**src/rtl/ps2_kbd_ctrl.sv**
```systemverilog
// ps2_kbd_ctrl
//   Turns the byte stream from a PS/2 byte receiver into keyboard events.
//   A parser FSM recognises the E0 (extended), F0 (break) and E1 (pause)
//   prefixes and throws away device status bytes. Each complete key event
//   {ext, brk, code} goes into a small FIFO that the keyboard-matrix logic
//   drains with a valid/ready handshake.
//
// Handshake: a head entry is presented while ev_valid=1 and is consumed on
//   any clock edge where ev_valid & ev_ready are both high. ev_* stay stable
//   while ev_valid=1 and ev_ready=0.
//
// Optional feature (macro PS2_KBD_TIMEOUT_EN): an inter-byte timeout. It
//   drops a partial multi-byte sequence when the next byte does not arrive
//   within TIMEOUT_CYCLES clocks. Without the macro the parser waits forever.
//
// Ports
//   clk, reset_n   system clock, asynchronous active-low reset
//   rx_done_tick   one-cycle strobe, rx_data valid
//   rx_data[7:0]   received byte
//   rx_en          receive enable back to the byte receiver (low when full)
//   ev_valid/ev_ready, ev_code[7:0], ev_ext, ev_break   event output
//   overflow       sticky "event dropped", cleared by clr_overflow
//   busy           parser is mid-sequence
module ps2_kbd_ctrl #(
  parameter int FIFO_DEPTH     = 8,
  parameter int TIMEOUT_CYCLES = 100000
) (
  input  logic       clk,
  input  logic       reset_n,
  input  logic       rx_done_tick,
  input  logic [7:0] rx_data,
  output logic       rx_en,
  output logic       ev_valid,
  input  logic       ev_ready,
  output logic [7:0] ev_code,
  output logic       ev_ext,
  output logic       ev_break,
  output logic       overflow,
  input  logic       clr_overflow,
  output logic       busy
);

  localparam int AW = $clog2(FIFO_DEPTH);
  localparam int CW = AW + 1;

  if (FIFO_DEPTH < 2 || (FIFO_DEPTH & (FIFO_DEPTH - 1)) != 0 || TIMEOUT_CYCLES < 2) begin : g_param_check
    $error("ps2_kbd_ctrl: FIFO_DEPTH must be a power of 2 >= 2 and TIMEOUT_CYCLES >= 2");
  end

  typedef enum logic [2:0] {S_IDLE, S_EXT, S_BRK, S_EXTBRK, S_SKIP} state_t;

  state_t          state_q, state_d, eff_state;
  logic [2:0]      skip_cnt_q, skip_cnt_d;
  logic [9:0]      mem_q [FIFO_DEPTH];
  logic [AW-1:0]   wr_ptr_q, wr_ptr_d, rd_ptr_q, rd_ptr_d;
  logic [CW-1:0]   count_q, count_d;
  logic            overflow_q, overflow_d;
  logic            push, do_push, pop, full, empty;
  logic [9:0]      push_ev;
  logic            tmo_hit;

  function automatic logic is_status(input logic [7:0] b);
    return (b == 8'h00) || (b == 8'hAA) || (b == 8'hEE) || (b == 8'hFA) ||
           (b == 8'hFC) || (b == 8'hFE) || (b == 8'hFF);
  endfunction

  function automatic logic is_prefix(input logic [7:0] b);
    return (b == 8'hE0) || (b == 8'hF0) || (b == 8'hE1);
  endfunction

`ifdef PS2_KBD_TIMEOUT_EN
  localparam int TW = $clog2(TIMEOUT_CYCLES);
  logic [TW-1:0] tmo_cnt_q, tmo_cnt_d;

  assign tmo_hit = (state_q != S_IDLE) && (tmo_cnt_q == TW'(TIMEOUT_CYCLES - 1));

  always_comb begin
    tmo_cnt_d = tmo_cnt_q;
    if (rx_done_tick || tmo_hit || state_q == S_IDLE) tmo_cnt_d = '0;
    else                                              tmo_cnt_d = tmo_cnt_q + 1'b1;
  end

  always_ff @(posedge clk or negedge reset_n) begin
    if (!reset_n) tmo_cnt_q <= '0;
    else          tmo_cnt_q <= tmo_cnt_d;
  end
`else
  assign tmo_hit = 1'b0;
`endif

  // A byte arriving on the timeout cycle is parsed as if the parser were idle.
  assign eff_state = tmo_hit ? S_IDLE : state_q;

  always_comb begin
    state_d    = eff_state;
    skip_cnt_d = skip_cnt_q;
    push       = 1'b0;
    push_ev    = {2'b00, rx_data};
    if (rx_done_tick) begin
      case (eff_state)
        S_IDLE: begin
          if (rx_data == 8'hE0)      state_d = S_EXT;
          else if (rx_data == 8'hF0) state_d = S_BRK;
          else if (rx_data == 8'hE1) begin
            state_d    = S_SKIP;
            skip_cnt_d = 3'd7;
          end else if (!is_status(rx_data)) push = 1'b1;
        end
        S_EXT: begin
          if (rx_data == 8'hF0) state_d = S_EXTBRK;
          else begin
            state_d = S_IDLE;
            if (!is_status(rx_data) && !is_prefix(rx_data)) begin
              push    = 1'b1;
              push_ev = {2'b10, rx_data};
            end
          end
        end
        S_BRK, S_EXTBRK: begin
          state_d = S_IDLE;
          if (!is_status(rx_data) && !is_prefix(rx_data)) begin
            push    = 1'b1;
            push_ev = {(eff_state == S_EXTBRK), 1'b1, rx_data};
          end
        end
        S_SKIP: begin
          // Remaining 7 bytes of the fixed 8-byte Pause sequence.
          skip_cnt_d = skip_cnt_q - 1'b1;
          if (skip_cnt_q == 3'd1) begin
            state_d = S_IDLE;
            push    = 1'b1;
            push_ev = {2'b00, 8'hE1};
          end
        end
        default: state_d = S_IDLE;
      endcase
    end
  end

  assign empty   = (count_q == '0);
  assign full    = (count_q == CW'(FIFO_DEPTH));
  assign pop     = !empty && ev_ready;
  // A pop frees the slot in the same cycle, so a push into a full FIFO succeeds.
  assign do_push = push && (!full || pop);

  always_comb begin
    wr_ptr_d   = wr_ptr_q;
    rd_ptr_d   = rd_ptr_q;
    count_d    = count_q;
    overflow_d = overflow_q;
    if (do_push) wr_ptr_d = wr_ptr_q + 1'b1;
    if (pop)     rd_ptr_d = rd_ptr_q + 1'b1;
    if (do_push && !pop)      count_d = count_q + 1'b1;
    else if (!do_push && pop) count_d = count_q - 1'b1;
    if (clr_overflow)         overflow_d = 1'b0;
    if (push && !do_push)     overflow_d = 1'b1;
  end

  always_ff @(posedge clk or negedge reset_n) begin
    if (!reset_n) begin
      state_q    <= S_IDLE;
      skip_cnt_q <= '0;
      wr_ptr_q   <= '0;
      rd_ptr_q   <= '0;
      count_q    <= '0;
      overflow_q <= 1'b0;
      for (int i = 0; i < FIFO_DEPTH; i++) mem_q[i] <= '0;
    end else begin
      state_q    <= state_d;
      skip_cnt_q <= skip_cnt_d;
      wr_ptr_q   <= wr_ptr_d;
      rd_ptr_q   <= rd_ptr_d;
      count_q    <= count_d;
      overflow_q <= overflow_d;
      if (do_push) mem_q[wr_ptr_q] <= push_ev;
    end
  end

  assign ev_valid = !empty;
  assign ev_ext   = mem_q[rd_ptr_q][9];
  assign ev_break = mem_q[rd_ptr_q][8];
  assign ev_code  = mem_q[rd_ptr_q][7:0];
  assign overflow = overflow_q;
  assign rx_en    = !full;
  assign busy     = (state_q != S_IDLE);

endmodule

```
**config.mk**
```make
export PLATFORM = sky130hd
export DESIGN_NAME = ps2_kbd_ctrl
export DESIGN_NICKNAME = d
export VERILOG_FILES = /design/src/rtl/ps2_kbd_ctrl.sv
export SDC_FILE = /design/constraint.sdc
export NUM_CORES = 1
export LEC_CHECK = 0
export ABC_AREA = 1
export ABC_CLOCK_PERIOD_IN_PS = 3600
export CAP_MARGIN = 10
export CORE_UTILIZATION = 60
export CTS_CLUSTER_DIAMETER = 60
export DETAILED_ROUTE_END_ITERATION = 10
export GPL_TIMING_DRIVEN = 0
export PLACE_DENSITY = 0.83
export SLEW_MARGIN = 20
export SYNTH_ARGS = -nofsm -noshare
export SYNTH_HDL_FRONTEND = slang
export SYNTH_SLANG_ARGS = --single-unit
```
**constraint.sdc**
```tcl
create_clock -name clk -period 3.6 [get_ports clk]
set_input_delay 0.72 -clock clk [delete_from_list [all_inputs] [get_ports clk]]
set_output_delay 0.72 -clock clk [all_outputs]
set_load 0.01 [all_outputs]
```
==> impl_summary.md <==
Timing
Setup violations remaining at the end of the flow were counted as 0. The worst-margin pin slew is 0.8283 ns. The total negative slack for setup checks is 0 ns. The worst path meets setup with between 0.2 and 0.3 ns of slack. The portion of the clock cycle consumed by the worst path in the final layout is 0.9293. The shortest period the worst path allows is 3.345 ns. The number of pins with negative max-slew slack in the final report is 0.

The max-slew headroom at the worst pin is 0.4457. For this run, the top clock speed supported by timing is roughly 0.30 GHz. Setup repair after global routing left no endpoint under its margin. The worst clock skew is 0.01849 ns.

The final hold violation count is 0.

Power and ir drop
The worst supply voltage drop on vdd is between 0.4 and 0.5 mV. For this design the ratio of total power to cell area is between 800 and 900 mW/mm^2. For this design the static power due to leakage is 3.022 nW.

Summing internal, switching and leakage power gives between 0.005 and 0.006 W.

Setup path
Data on the critical path is required at its endpoint by 3.87 ns. The capturing element of the worst setup path is count_q[3]. The biggest fanout along the worst timing path is 5. The type of element launching the critical path is a primary input. In this design, the stage delay of the slowest critical-path cell is approximately 0.51 ns. The worst reg-to-reg path cell count is 16.

The worst flop-to-flop path endpoint is count_q[3]. The signal on the critical path passes through clkdlybuf4s50_1 > inv_2 > nand2_2 > nor2_2 > nand2_2 > nand3_2 > nor2_4 > nand2_2 > nand2_2 > nor2_4 > nor3_4 > ha_1 > inv_1 > ha_1 > a21o_1 > a21oi_1 > nor2_1 > nor2_1 > nand2_1 > xor2_1. The launching point of the worst reg2reg path is eff_state[2]. By instance count, the cell type seen most on the critical path is sky130_fd_sc_hd__nand2_2. The cell with the largest stage delay on the worst path is sky130_fd_sc_hd__clkdlybuf4s50_1. Across all register-to-register paths, the minimum setup slack is 0.73 ns.

The critical path in this run is classified as in -> reg. STA classifies the critical path endpoint as a flip-flop. The startpoint of the worst setup timing path is rx_data[2]. Data arrives at the worst endpoint at roughly 3.6 ns.

Route
Once detail routing completed, the nets flagged for antenna violations numbered 0. The uppermost signal routing layer after detailed routing is met4. For this block, the routed nets add up to 15480 um of wire. In the routed layout, each cell is associated on average with a via count of slightly above 6. The final route contains 5138 vias. In this run, the number of DRC markers left after iteration 0 of detailed routing was 531.

Detailed routing placed a total of 6899 um of wire on met2. The detailed-routing iteration count for the pre-antenna-repair pass is 6. The number of DRC violations after detailed routing is 0. The routed metal-1 wirelength is 6501 um. Detailed routing placed a total of ~1400 um of wire on met3. The routed length per instance is roughly 18 um.

Synth
For this run, the register share of the synthesized area comes to 0.4526. The number of flip-flops and latches in the synthesized netlist is between 90 and 100. A synthesized cell averages just under 8 sq um. Yosys mapped the design onto 33 distinct sky130hd cell types. The cell area that synthesis handed to floorplanning was 0.005363 sq mm. Of the post-synthesis cell area, the dominant cell type holds 0.4526. The count of mapped cells out of synthesis is between 600 and 700. The cell taking the most area after synthesis is sky130_fd_sc_hd__dfrtp_1. When the netlist entered floorplanning its net count stood at 709.

For this run, the number of Yosys warnings is 0. By area the synthesized netlist is led by sky130_fd_sc_hd__dfrtp_1, sky130_fd_sc_hd__nand2_1, sky130_fd_sc_hd__nand4_1, sky130_fd_sc_hd__nor2_1, sky130_fd_sc_hd__o21ai_0.

CTS
The H-tree generated during clock tree synthesis spans 3 levels. TritonCTS created 9 clock buffers. The later-pin clock latency in the skew report is 0.37 ns. Counting every sink on the clock net gives 97.

The number of buffers on the longest clock path is 2. After clock tree synthesis, the clock-pin slew on the worst setup and hold paths is 0.10 ns. The number of hold buffers added after CTS was 0.

Clock tree synthesis selected as its root buffer the cell sky130_fd_sc_hd__clkbuf_8. The CTS tree is yes.

Floorplan
Pin placement for this block handled 27 I/O pins. The total core area is 0.008678 sq mm. The die boundary height is roughly 97 um.

The die outline area is 0.009320 sq mm. Measured along the x axis, the die boundary spans roughly 97 um. The initial utilization of the core area, before any placement, comes to 0.6179. The number of core rows is 34.

GRT
Entering global routing, the biggest net connects 82 pins. The via count of the first global-routing pass is about 4800. The global routing usage summed across all routing layers is 0.3570. The aggregate global routing overflow is 0. The number of antenna violations at the first check in global routing is 0. The wire length of the first global-routing pass is roughly 24000 um.

Layout
Leaving out fill and tap cells, the most frequent cell in the layout is sky130_fd_sc_hd__nand2_1. The layout net count is 747. The library cells used most frequently in the layout, excluding fill and tap cells, are sky130_fd_sc_hd__nand2_1, sky130_fd_sc_hd__nor2_1, sky130_fd_sc_hd__dfrtp_1, sky130_fd_sc_hd__nand4_1, sky130_fd_sc_hd__o21ai_0. The share of cells above drive strength 1 is 0.09713. The area growth from synthesis to layout is 11.57%. The number of antenna diodes in the final layout is 0.

Placed design
The number of buffers added on ports is 26. Detailed placement finished with a half-perimeter wire length of 10800 um. The placer's final routability congestion estimate is 0.9092.

The setup slack after placement is -0.3247 ns.

Worst hold path
The class of the tightest hold or removal check is in -> async.

Run status
The run finished with clean final reports.

Flow run
Across the run, the number of max-cap violations was 0.
-- repair_timing --
item,4_1_cts,5_1_grt
gates resized for setup,0,3
setup buffers,0,0
endpoints found under the setup margin,0,1
-- registers in the layout (all words and copies together) (netlist names) --
register,cells
mem_q,80
count_q,4
eff_state,3
rd_ptr_q,3
skip_cnt_q,3
wr_ptr_q,3
overflow,1
-- Yosys cell counts --
cell,count
sky130_fd_sc_hd__a21o_1,1
sky130_fd_sc_hd__a21oi_1,5
sky130_fd_sc_hd__a22oi_1,2
sky130_fd_sc_hd__a311oi_1,1
sky130_fd_sc_hd__a31oi_1,10
sky130_fd_sc_hd__and3_1,1
sky130_fd_sc_hd__buf_1,2
sky130_fd_sc_hd__buf_2,16
sky130_fd_sc_hd__buf_8,8
sky130_fd_sc_hd__clkbuf_1,13
sky130_fd_sc_hd__clkbuf_4,1
sky130_fd_sc_hd__dfrtp_1,97
sky130_fd_sc_hd__fa_1,1
sky130_fd_sc_hd__ha_1,7
sky130_fd_sc_hd__inv_1,32
sky130_fd_sc_hd__inv_2,4
sky130_fd_sc_hd__mux2_2,1
sky130_fd_sc_hd__nand2_1,210
sky130_fd_sc_hd__nand2_2,7
sky130_fd_sc_hd__nand3_1,10
sky130_fd_sc_hd__nand3_2,2
sky130_fd_sc_hd__nand4_1,80
sky130_fd_sc_hd__nand4_2,8
sky130_fd_sc_hd__nor2_1,98
sky130_fd_sc_hd__nor2_2,3
sky130_fd_sc_hd__nor2_4,1
sky130_fd_sc_hd__nor2_8,1
sky130_fd_sc_hd__nor3_1,2
sky130_fd_sc_hd__o211ai_1,1
sky130_fd_sc_hd__o21ai_0,46
sky130_fd_sc_hd__o22ai_1,10
sky130_fd_sc_hd__xnor2_1,3
sky130_fd_sc_hd__xor2_1,4
-- kinds of logic after synthesis --
group | after synthesis | share of synthesized area
compound gates | 76 | 0.07816
buf+inv | 76 | 0.07443
fa+ha+maj | 8 | 0.02006
mux | 1 | 0.002100
xor+xnor | 7 | 0.01143
simple gates | 423 | 0.3612
flops | 97 | 0.4526
-- worst min path at each step --
stage               depth (start not counted)       from  slack (ns)    endpoint
floorplan                                   0    reset_n        0.42  count_q[0]
global placement                            2  mem_q[48]        0.46   mem_q[48]
finish                                      1    reset_n        0.17  count_q[3]
CTS                                         1    reset_n        0.17  count_q[2]
detailed placement                          2  mem_q[43]        0.46   mem_q[43]
global route                                1    reset_n        0.17  count_q[2]
-- power breakdown --
group | total, W | internal, W | switching (W)
combinational | 0.00264 | 0.00100 | 0.00164
sequential | 0.00178 | 0.00150 | 0.000279
clock | 0.000670 | 0.000272 | 0.000399
-- metrics by stage --
stage | hold WS [ns] | area, sq um | utilization | std cells
floorplan | 0.4244 | 5363 | - | 688
global placement | 0.4567 | 5758 | 0.6635 | 822
detailed placement | 0.4608 | 5787 | 0.6668 | 823
CTS | 0.1733 | 5967 | 0.6876 | 839
global route | 0.1703 | 5983 | 0.6894 | 839
finish | 0.1670 | 5983 | 0.6894 | 839
-- critical path: cells and delay by family --
kind | cells | cell delay [ns]
AOI/OAI and AO/OA | 2 | 0.35
buffers and inverters | 3 | 0.75
and+or+nand+nor | 12 | 1.17
xor gates and xnor gates | 1 | 0.14
adders and majority gates | 2 | 0.48
-- layout make-up --
class	count	area [sq um]
fill	712	2695
clock buffer	10	137.6
multi-input combinational	515	2552
buffer	40	264.0
inverter	36	135.1
sequential	97	2427
tap	108	135.1
clock inverter	6	42.54
timing repair buffer	27	289.0
-- layer usage --
metal / vias up / global-route usage
met2: 275 / 0.5452
met1: 2423 / 0.4990
met4: 0 / 0.1691
met3: 49 / 0.05321
li1: 2391 / -
met5: - / 0
No activity file was read; power rests on OpenSTA's default activity.
